--- src/rtl/stack_mem_sequencer.sv ---
// -----------------------------------------------------------------------------
// stack_mem_sequencer
//
// Performs the memory half of PUSH, POP, CALL and RET. The block takes the
// current SP and an operand (Rs or NPC), runs one data-memory transaction over
// a req/ack handshake, and returns the updated SP and the popped word (LMD).
// It also checks the stack bounds and aborts the transaction on a timeout.
//
// Ports:
//   clk, rst          clock; synchronous active-high reset
//   start, stack_op   one-cycle request and opcode (001 PUSH, 010 POP,
//                     011 CALL, 100 RET); start is sampled only in IDLE
//   sp_in, wdata_in   current SP and the word to write (Rs or NPC)
//   busy, done        busy outside IDLE; done pulses once at completion
//   sp_out, lmd_out   updated SP and the popped word, held between operations
//   err_overflow      pulses with done when PUSH/CALL finds the stack full
//   err_underflow     pulses with done when POP/RET finds the stack empty
//   err_timeout       pulses with done when mem_ack does not arrive in time
//   mem_req, mem_we, mem_addr, mem_wdata, mem_rdata, mem_ack
//                     data-memory handshake; all memory addresses are word
//                     addresses
// -----------------------------------------------------------------------------
module stack_mem_sequencer #(
  parameter logic [31:0] STACK_BASE  = 32'h0000_03FF,
  parameter logic [31:0] STACK_LIMIT = 32'h0000_0300,
  parameter int          TIMEOUT     = 15
) (
  input  logic        clk,
  input  logic        rst,
  input  logic        start,
  input  logic [2:0]  stack_op,
  input  logic [31:0] sp_in,
  input  logic [31:0] wdata_in,
  output logic        busy,
  output logic        done,
  output logic [31:0] sp_out,
  output logic [31:0] lmd_out,
  output logic        err_overflow,
  output logic        err_underflow,
  output logic        err_timeout,
  output logic        mem_req,
  output logic        mem_we,
  output logic [31:0] mem_addr,
  output logic [31:0] mem_wdata,
  input  logic [31:0] mem_rdata,
  input  logic        mem_ack
);

  localparam logic [2:0] OP_PUSH = 3'b001;
  localparam logic [2:0] OP_POP  = 3'b010;
  localparam logic [2:0] OP_CALL = 3'b011;
  localparam logic [2:0] OP_RET  = 3'b100;

  localparam int            CW       = $clog2(TIMEOUT + 1);
  localparam logic [CW-1:0] CNT_LAST = CW'(TIMEOUT - 1);

  typedef enum logic [1:0] {S_IDLE, S_CHECK, S_MEM, S_FIN} state_t;

  state_t        state_q;
  logic          is_write_q;
  logic [31:0]   sp_q;
  logic [31:0]   wdata_q;
  logic [CW-1:0] cnt_q;

  logic          busy_q, done_q;
  logic          err_ov_q, err_un_q, err_to_q;
  logic [31:0]   sp_out_q, lmd_q;
  logic          mem_req_q, mem_we_q;
  logic [31:0]   mem_addr_q, mem_wdata_q;

  logic        op_valid;
  logic        op_write;
  logic [31:0] sp_dec;
  logic [31:0] sp_inc;

  assign op_valid = stack_op inside {OP_PUSH, OP_POP, OP_CALL, OP_RET};
  assign op_write = (stack_op == OP_PUSH) || (stack_op == OP_CALL);
  // SP arithmetic wraps modulo 2^32.
  assign sp_dec   = sp_q - 32'd1;
  assign sp_inc   = sp_q + 32'd1;

  always_ff @(posedge clk) begin
    // NOTE: reset is synchronous; every register, including the datapath
    // latches, is cleared so no X can reach the memory port after reset.
    if (rst) begin
      state_q     <= S_IDLE;
      is_write_q  <= 1'b0;
      sp_q        <= '0;
      wdata_q     <= '0;
      cnt_q       <= '0;
      busy_q      <= 1'b0;
      done_q      <= 1'b0;
      err_ov_q    <= 1'b0;
      err_un_q    <= 1'b0;
      err_to_q    <= 1'b0;
      sp_out_q    <= STACK_BASE + 32'd1;
      lmd_q       <= '0;
      mem_req_q   <= 1'b0;
      mem_we_q    <= 1'b0;
      mem_addr_q  <= '0;
      mem_wdata_q <= '0;
    end else begin
      // NOTE: non-blocking assignments throughout. The pulse defaults below
      // are overridden by any later assignment in the same cycle.
      done_q   <= 1'b0;
      err_ov_q <= 1'b0;
      err_un_q <= 1'b0;
      err_to_q <= 1'b0;

      case (state_q)
        S_IDLE: begin
          if (start && op_valid) begin
            is_write_q <= op_write;
            sp_q       <= sp_in;
            wdata_q    <= wdata_in;
            busy_q     <= 1'b1;
            state_q    <= S_CHECK;
          end
        end

        S_CHECK: begin
          if (is_write_q && (sp_q <= STACK_LIMIT)) begin
            err_ov_q <= 1'b1;
            done_q   <= 1'b1;
            sp_out_q <= sp_q;
            state_q  <= S_FIN;
          end else if (!is_write_q && (sp_q > STACK_BASE)) begin
            err_un_q <= 1'b1;
            done_q   <= 1'b1;
            sp_out_q <= sp_q;
            state_q  <= S_FIN;
          end else begin
            // A write goes to the slot just below SP. A read takes the slot
            // at SP.
            cnt_q       <= '0;
            mem_req_q   <= 1'b1;
            mem_we_q    <= is_write_q;
            mem_addr_q  <= is_write_q ? sp_dec : sp_q;
            mem_wdata_q <= is_write_q ? wdata_q : 32'd0;
            state_q     <= S_MEM;
          end
        end

        S_MEM: begin
          if (mem_ack || (cnt_q == CNT_LAST)) begin
            mem_req_q   <= 1'b0;
            mem_we_q    <= 1'b0;
            mem_addr_q  <= '0;
            mem_wdata_q <= '0;
            done_q      <= 1'b1;
            state_q     <= S_FIN;
            if (!mem_ack) begin
              err_to_q <= 1'b1;
              sp_out_q <= sp_q;
            end else if (is_write_q) begin
              sp_out_q <= sp_dec;
            end else begin
              sp_out_q <= sp_inc;
              lmd_q    <= mem_rdata;
            end
          end else begin
            cnt_q <= cnt_q + CW'(1);
          end
        end

        S_FIN: begin
          busy_q  <= 1'b0;
          state_q <= S_IDLE;
        end

        default: state_q <= S_IDLE;
      endcase
    end
  end

  assign busy          = busy_q;
  assign done          = done_q;
  assign sp_out        = sp_out_q;
  assign lmd_out       = lmd_q;
  assign err_overflow  = err_ov_q;
  assign err_underflow = err_un_q;
  assign err_timeout   = err_to_q;
  assign mem_req       = mem_req_q;
  assign mem_we        = mem_we_q;
  assign mem_addr      = mem_addr_q;
  assign mem_wdata     = mem_wdata_q;

endmodule

--- config.mk ---
export PLATFORM = sky130hd
export DESIGN_NAME = stack_mem_sequencer
export DESIGN_NICKNAME = d
export VERILOG_FILES = /design/src/rtl/stack_mem_sequencer.sv
export SDC_FILE = /design/constraint.sdc
export NUM_CORES = 1
export LEC_CHECK = 0
export ABC_CLOCK_PERIOD_IN_PS = 3440
export BUFFER_PORTS_ARGS = -buffer_cell sky130_fd_sc_hd__buf_4
export CAP_MARGIN = 20
export CORE_ASPECT_RATIO = 1.4
export CORE_MARGIN = 4
export CORE_UTILIZATION = 50
export CTS_CLUSTER_DIAMETER = 200
export CTS_CLUSTER_SIZE = 12
export DETAILED_ROUTE_END_ITERATION = 6
export PLACE_DENSITY_LB_ADDON = 0.12
export SYNTH_ARGS = -nofsm -noshare
export SYNTH_HDL_FRONTEND = slang
export SYNTH_SLANG_ARGS = --single-unit
--- constraint.sdc ---
create_clock -name clk -period 3.44 [get_ports clk]
set_input_delay 0.516 -clock clk [delete_from_list [all_inputs] [get_ports clk]]
set_output_delay 0.516 -clock clk [all_outputs]
set_load 0.01 [all_outputs]
Yosys cells after proc, flatten, opt, wreduce, memory -nomap -nowiden --
Index checks and enable logic that the tools add are counted.
Storage, ports and cells: register bits after elaboration 206, logic and storage cells 98
Cells by class: $add $sub $neg 3, magnitude comparators 2, equality and inequality tests 14, multiplexer cells 39, bitwise gates (word level) 4, reductions and logical operators 20
Operators by type and width (number):
- 32-bit 2-to-1 mux | 12
- 32-bit case mux with 2 select lines | 3
- 32-bit by 1-bit adder with 32-bit output, second input constant | 1
- 32-bit by 10-bit > comparator with 1-bit output, second input constant | 1
- 32-bit by 10-bit less-or-equal comparator with 1-bit output, second input constant | 1
- 32-bit by 1-bit subtractor with 32-bit output, second input constant | 1
- 1-bit 2-to-1 mux | 13
- 4-bit 2-to-1 mux | 3
- 4-bit AND reduction | 3
- 2-bit inequality test, second input constant | 5
- 1-bit case mux with 2 select lines | 4
- 2-bit case mux with 4 select lines | 1
- 4-bit case mux with 2 select lines | 1
- 3-bit by 2-bit == test with 1-bit output, second input constant | 2
- 2-bit AND reduction | 3
- 3-bit OR reduction | 2
- 4-bit by 1-bit adder with 4-bit output, second input constant | 1
- 2-bit == test, second input constant | 2
- 4-bit == test, second input constant | 1
- 2-bit 2-to-1 mux | 2
- 1-bit NOT | 4
- 2-bit nonzero test | 2
- 4-bit nonzero test | 1
- 3-bit by 1-bit == test with 1-bit output, second input constant | 1
- other kinds (9) | 12

Longest topological paths before layout --
depth in word-level cells 5, gate-level depth with buffers 10

Least setup slack after synthesis --
Ideal clock, no wire load.
path type register to register, from reg sp_q[19], to reg mem_addr_q[10] (netlist: mem_addr[10]), setup time 0.069 ns, arrival 2.748 ns, required time 3.371 ns, setup slack 0.623 ns, cell stages (with the launch flop) 11, buffers on the path 4, clock period less this slack 2.817 ns, cell sequence dfxtp_1 -> buf_2 -> or4_4 -> or4b_1 -> buf_2 -> or4_1 -> a31oi_2 -> buf_6 -> buf_4 -> nand2_1 -> o21ai_1
On the way: word-level cells in the longest chain between the ends 4, elaborated cells on any way between the ends 7
RTL lines:
- start: declaration | RTL line 61 | logic [31:0] sp_q;
- start signal: assignment | RTL line 114 | sp_q <= sp_in;
- 32-bit by 10-bit > comparator with 1-bit output / 32-bit by 10-bit less-or-equal comparator with 1-bit output (equally long branches) | RTL line 127, 122
- 1-bit logical AND, on equally long branches | RTL line 127, 122
- 2-bit inequality test (no source line)
- 4-bit AND reduction (no source line) *
- end signal: assignment | RTL line 138 | mem_addr_q <= is_write_q ? sp_dec : sp_q;
- end: declaration | RTL line 69 | logic [31:0] mem_addr_q, mem_wdata_q;
Mark *: on every way between the ends. The rest lies on a longest branch, timed or not. A chain may end at the register's enable or synchronous reset.

Final worst setup path --
from reg sp_q[18], to reg sp_out_q[25] (netlist: sp_out[25])
On the way: word-level cells in the longest chain between the ends 5, elaborated cells on any way between the ends 13
RTL lines:
- 32-bit by 1-bit adder with 32-bit output / 32-bit by 1-bit subtractor with 32-bit output (equally long branches) | RTL line 80, 79
- 32-bit 2-to-1 mux | RTL line 155 | end else if (is_write_q) begin
- 32-bit 2-to-1 mux | RTL line 152 | if (!mem_ack) begin
- 32-bit 2-to-1 mux | RTL line 145 | if (mem_ack || (cnt_q == CNT_LAST)) begin
- 32-bit case mux with 2 select lines | RTL line 110 | case (state_q)
- end signal: assignment | RTL line 154 | sp_out_q <= sp_q;
- end signal: assignment | RTL line 156 | sp_out_q <= sp_dec;
- end signal: assignment | RTL line 158 | sp_out_q <= sp_inc;
- end: declaration | RTL line 67 | logic [31:0] sp_out_q, lmd_q;
Several ways; a longest one is shown, not always the timed one. The select of a mux whose other input is x is not followed.

==> out/results.ini <==
[setup_path]
cp.arrival_ps=3600
worstSetupEndpointType=flop
worstSetupPathType=reg2reg
startpoint_type=flop
crit_slowest_cell=or4b_1
crit_path_max_fanout=53
cp_cell_sequence=or4_4, or4b_1, nor4_2, o31a_2, buf_12, nand2_1, o22ai_1
critical_path_required_ps=3860
critPathMaxStageDelay_ps=720

[min_path]
min_path_type=in2reg

[sta]
period_needed_ps=3186
worst_clock_skew_ps=14.48
finalHoldViolCount=0
timing.fmax_ghz=0.3139
tightest_slew_ps=801.8
setup_viol=0
rsz0062_at_grt=false
min_period_over_period=0.9260
setup_tns_ps=0
slew_headroom=0.4655
fin_ws_ps=254.4
finalMaxSlewViolations=0

[yosys]
syn-cell-area_um2=8625
synth_edf_count=0
synth.area.mux_share=0.002321
synth.ff_latch_count=206
synth_xor_area_frac=0.06499
ys_seq_area_frac=0.4782
synth_top_family_by_area=simple AND/OR/NAND/NOR gates
ys.flop_type=dfxtp_1
syn_inst=1059
yosysUniqueCellTypes=51
synthesis.nets=1171
synth_area_per_cell_um2=8.144
synth-adder-area-share=0.01306
synth_compound_area_frac=0.1732
yosys.area_share.simple=0.2178
yosys_warnings=0
synthArstFlopShare=0

[pwr]
p_clk_frac=0.280
total_power_mw=6.922
p_int_mw=4.611
power.leakage_nw=4.354
power_density_nw_per_um2=625.2
power_frac_comb=0.295
vdd_ir_drop_max_mv=0.4417
power.switching_mw=2.311
sw_frac_of_total=0.3338
seqPwrFrac=0.424

[drt]
viasPerCell=5.315
drt_first_iter_violations=411
drc=0
num_vias=7898
wl_um=24310
firstDrtPassIters=5
post_drt_wl_per_cell_um=16.36
ant_nets=0

[cts]
cts_buffers=21
cts.sinks=206
cts_tree=done
cts.path.max_buffers=3
h-tree-depth=1
cts_resized=0
cts_setup_buffers=0
clkLatencyLatePin_ps=490
clkTransAtPathRegs_ps=70
cts_hold_buf=0
clockRootBuffer=clkbuf_16

[grt]
grt_overflow_total=0
grt_pass1_wl_um=38560
grt_pass1_vias=7655
antenna_found_initial=0
grt_util_all_layers=0.2405
grt_max_degree=75

[flow_run]
maxCapViolCount=0

[placed_design]
dpl.cell_count=1464
io_buffers=237
gp_congestion=0.9100
dp_slack_ps=318.6
placed_area_um2=10540
hpwl_um=17300

[finish]
area_growth_syn_to_layout_pct=28.38
fin_cells=1486
final_nets=1367
layout-drive-gt1-share=0.2360
fill_cells=1504
diodes=0
final_area_um2=11070

[floorplan]
fp.dieH_um=163.4
fp.dieW_um=119
initial_core_util=0.5107
rows=56
coreArea_um2=16890
die_area_um2=19440
io_pins=238

[outcome]
status=finished, final reports clean

==> path summary, 6_finish.rpt <==
kind / endpoint / slack [ps] / startpoint / depth (start not counted)
worst max-delay path: sp_out[25] / 250 / sp_q[18] / 7
worst min-delay path: wdata_q[10] / 270 / wdata_in[10] / 3
worst max register to register: sp_out[25] / 250 / sp_q[18] / 7
worst min register to register: mem_addr[21] / 440 / mem_addr[21] / 2
==> through the flow <==
step,hold slack [ps],util
2_1_floorplan,436.0,-
5_1_grt,258.9,0.6557
4_1_cts,252.6,0.6557
6_report,272.7,0.6557
3_5_place_dp,437.1,0.6239
3_3_place_gp,436.6,0.6239
==> power groups by stage <==
stage | clock network [mW] | registers (mW) | logic (mW)
6_report | 1.94 | 2.94 | 2.04
5_1_grt | 2.09 | 2.99 | 2.25
4_1_cts | 2.00 | 2.94 | 2.06
3_5_place_dp | 0 | 2.99 | 2.05
3_3_place_gp | 0 | 2.98 | 2.03
2_1_floorplan | 0 | 2.99 | 1.27
==> critical path, delay by kind of cell, from the launching register on <==
family,cells,cell delay (ps)
buffers and inverters,1,230
AOI/OAI and AO/OA,2,480
and+or+nand+nor,4,1970
DFF,1,400
==> sequential cells by signal (all words and copies together) (netlist names) <==
name	flops
lmd_out	32
mem_wdata	32
mem_we	1
sp_q	32
is_write_q	1
mem_addr	32
err_underflow	1
busy	1
err_timeout	1
mem_req	1
cnt_q	4
state_q	2
wdata_q	32
err_overflow	1
done	1
sp_out	32
==> cell families (layout without fill, tap and decap cells) <==
group | after synthesis | in the layout
xor+xnor | 64 | 64
simple gates | 420 | 420
mux | 2 | 2
flops | 206 | 206
compound gates | 257 | 257
fa+ha+maj | 9 | 9
buf+inv | 101 | 296
==> per-layer routing <==
| metal | vias to the layer above | part of all wire | track usage |
|---|---|---|---|
| met5 | - | 0 | 0 |
| li1 | 3980 | - | - |
| met3 | 48 | 0.055 | 0.04711 |
| met2 | 229 | 0.52 | 0.4456 |
| met1 | 3641 | 0.39 | 0.2728 |
| met4 | 0 | 0.030 | 0.08593 |
==> synth_stat cells (5+ instances only) <==
cell / instances / area, um^2
nand3_1: 19 / 95.09
o21ai_1: 32 / 160.2
nor2_1: 39 / 146.4
xor2_1: 20 / 175.2
xnor2_1: 44 / 385.4
nand2_1: 263 / 987.2
and2_1: 6 / 37.54
a31oi_1: 5 / 31.28
clkbuf_1: 65 / 244.0
inv_1: 14 / 52.55
a211oi_1: 9 / 67.56
nand4_1: 16 / 100.1
ha_1: 9 / 112.6
nor4_1: 12 / 75.07
o21ai_0: 33 / 165.2
buf_2: 9 / 45.04
or3_1: 7 / 43.79
a22o_1: 32 / 280.3
o22ai_1: 11 / 68.82
or4_1: 5 / 37.54
and3_1: 6 / 37.54
a21oi_1: 123 / 615.6
dfxtp_1: 206 / 4124
buf_1: 5 / 18.77
nor3_1: 22 / 110.1
==> layout by cell type (no fill, tap or decap), types with 4 or more instances in the layout <==
| cell | instances |
|---|---|
| nand2_1 | 263 |
| buf_4 | 258 |
| dfxtp_1 | 206 |
| a21oi_1 | 123 |
| xnor2_1 | 44 |
| nor2_1 | 37 |
| o21ai_0 | 33 |
| a22o_1 | 32 |
| o21ai_1 | 32 |
| nor3_1 | 22 |
| clkbuf_16 | 21 |
| xor2_1 | 20 |
| nand3_1 | 19 |
| nand4_1 | 16 |
| inv_1 | 14 |
| nor4_1 | 12 |
| o22ai_1 | 11 |
| a211oi_1 | 9 |
| ha_1 | 9 |
| or3_1 | 7 |
| and2_1 | 6 |
| and3_1 | 6 |
| a31oi_1 | 5 |
| or4_1 | 5 |
| or2_2 | 4 |
==> final cells by class <==
class                   instances  area [um^2]  share of cell area
clock buffers                  21        525.5             0.04746
clock inverters                 1        11.26            0.001017
inverters                      14        52.55            0.004746
multi-input cells             752         4091              0.3695
flip-flops and latches        206         4124              0.3725
well taps                     232        290.3             0.02622
repair buffers                260         1977              0.1786
Power figures use the tool's default switching activity.
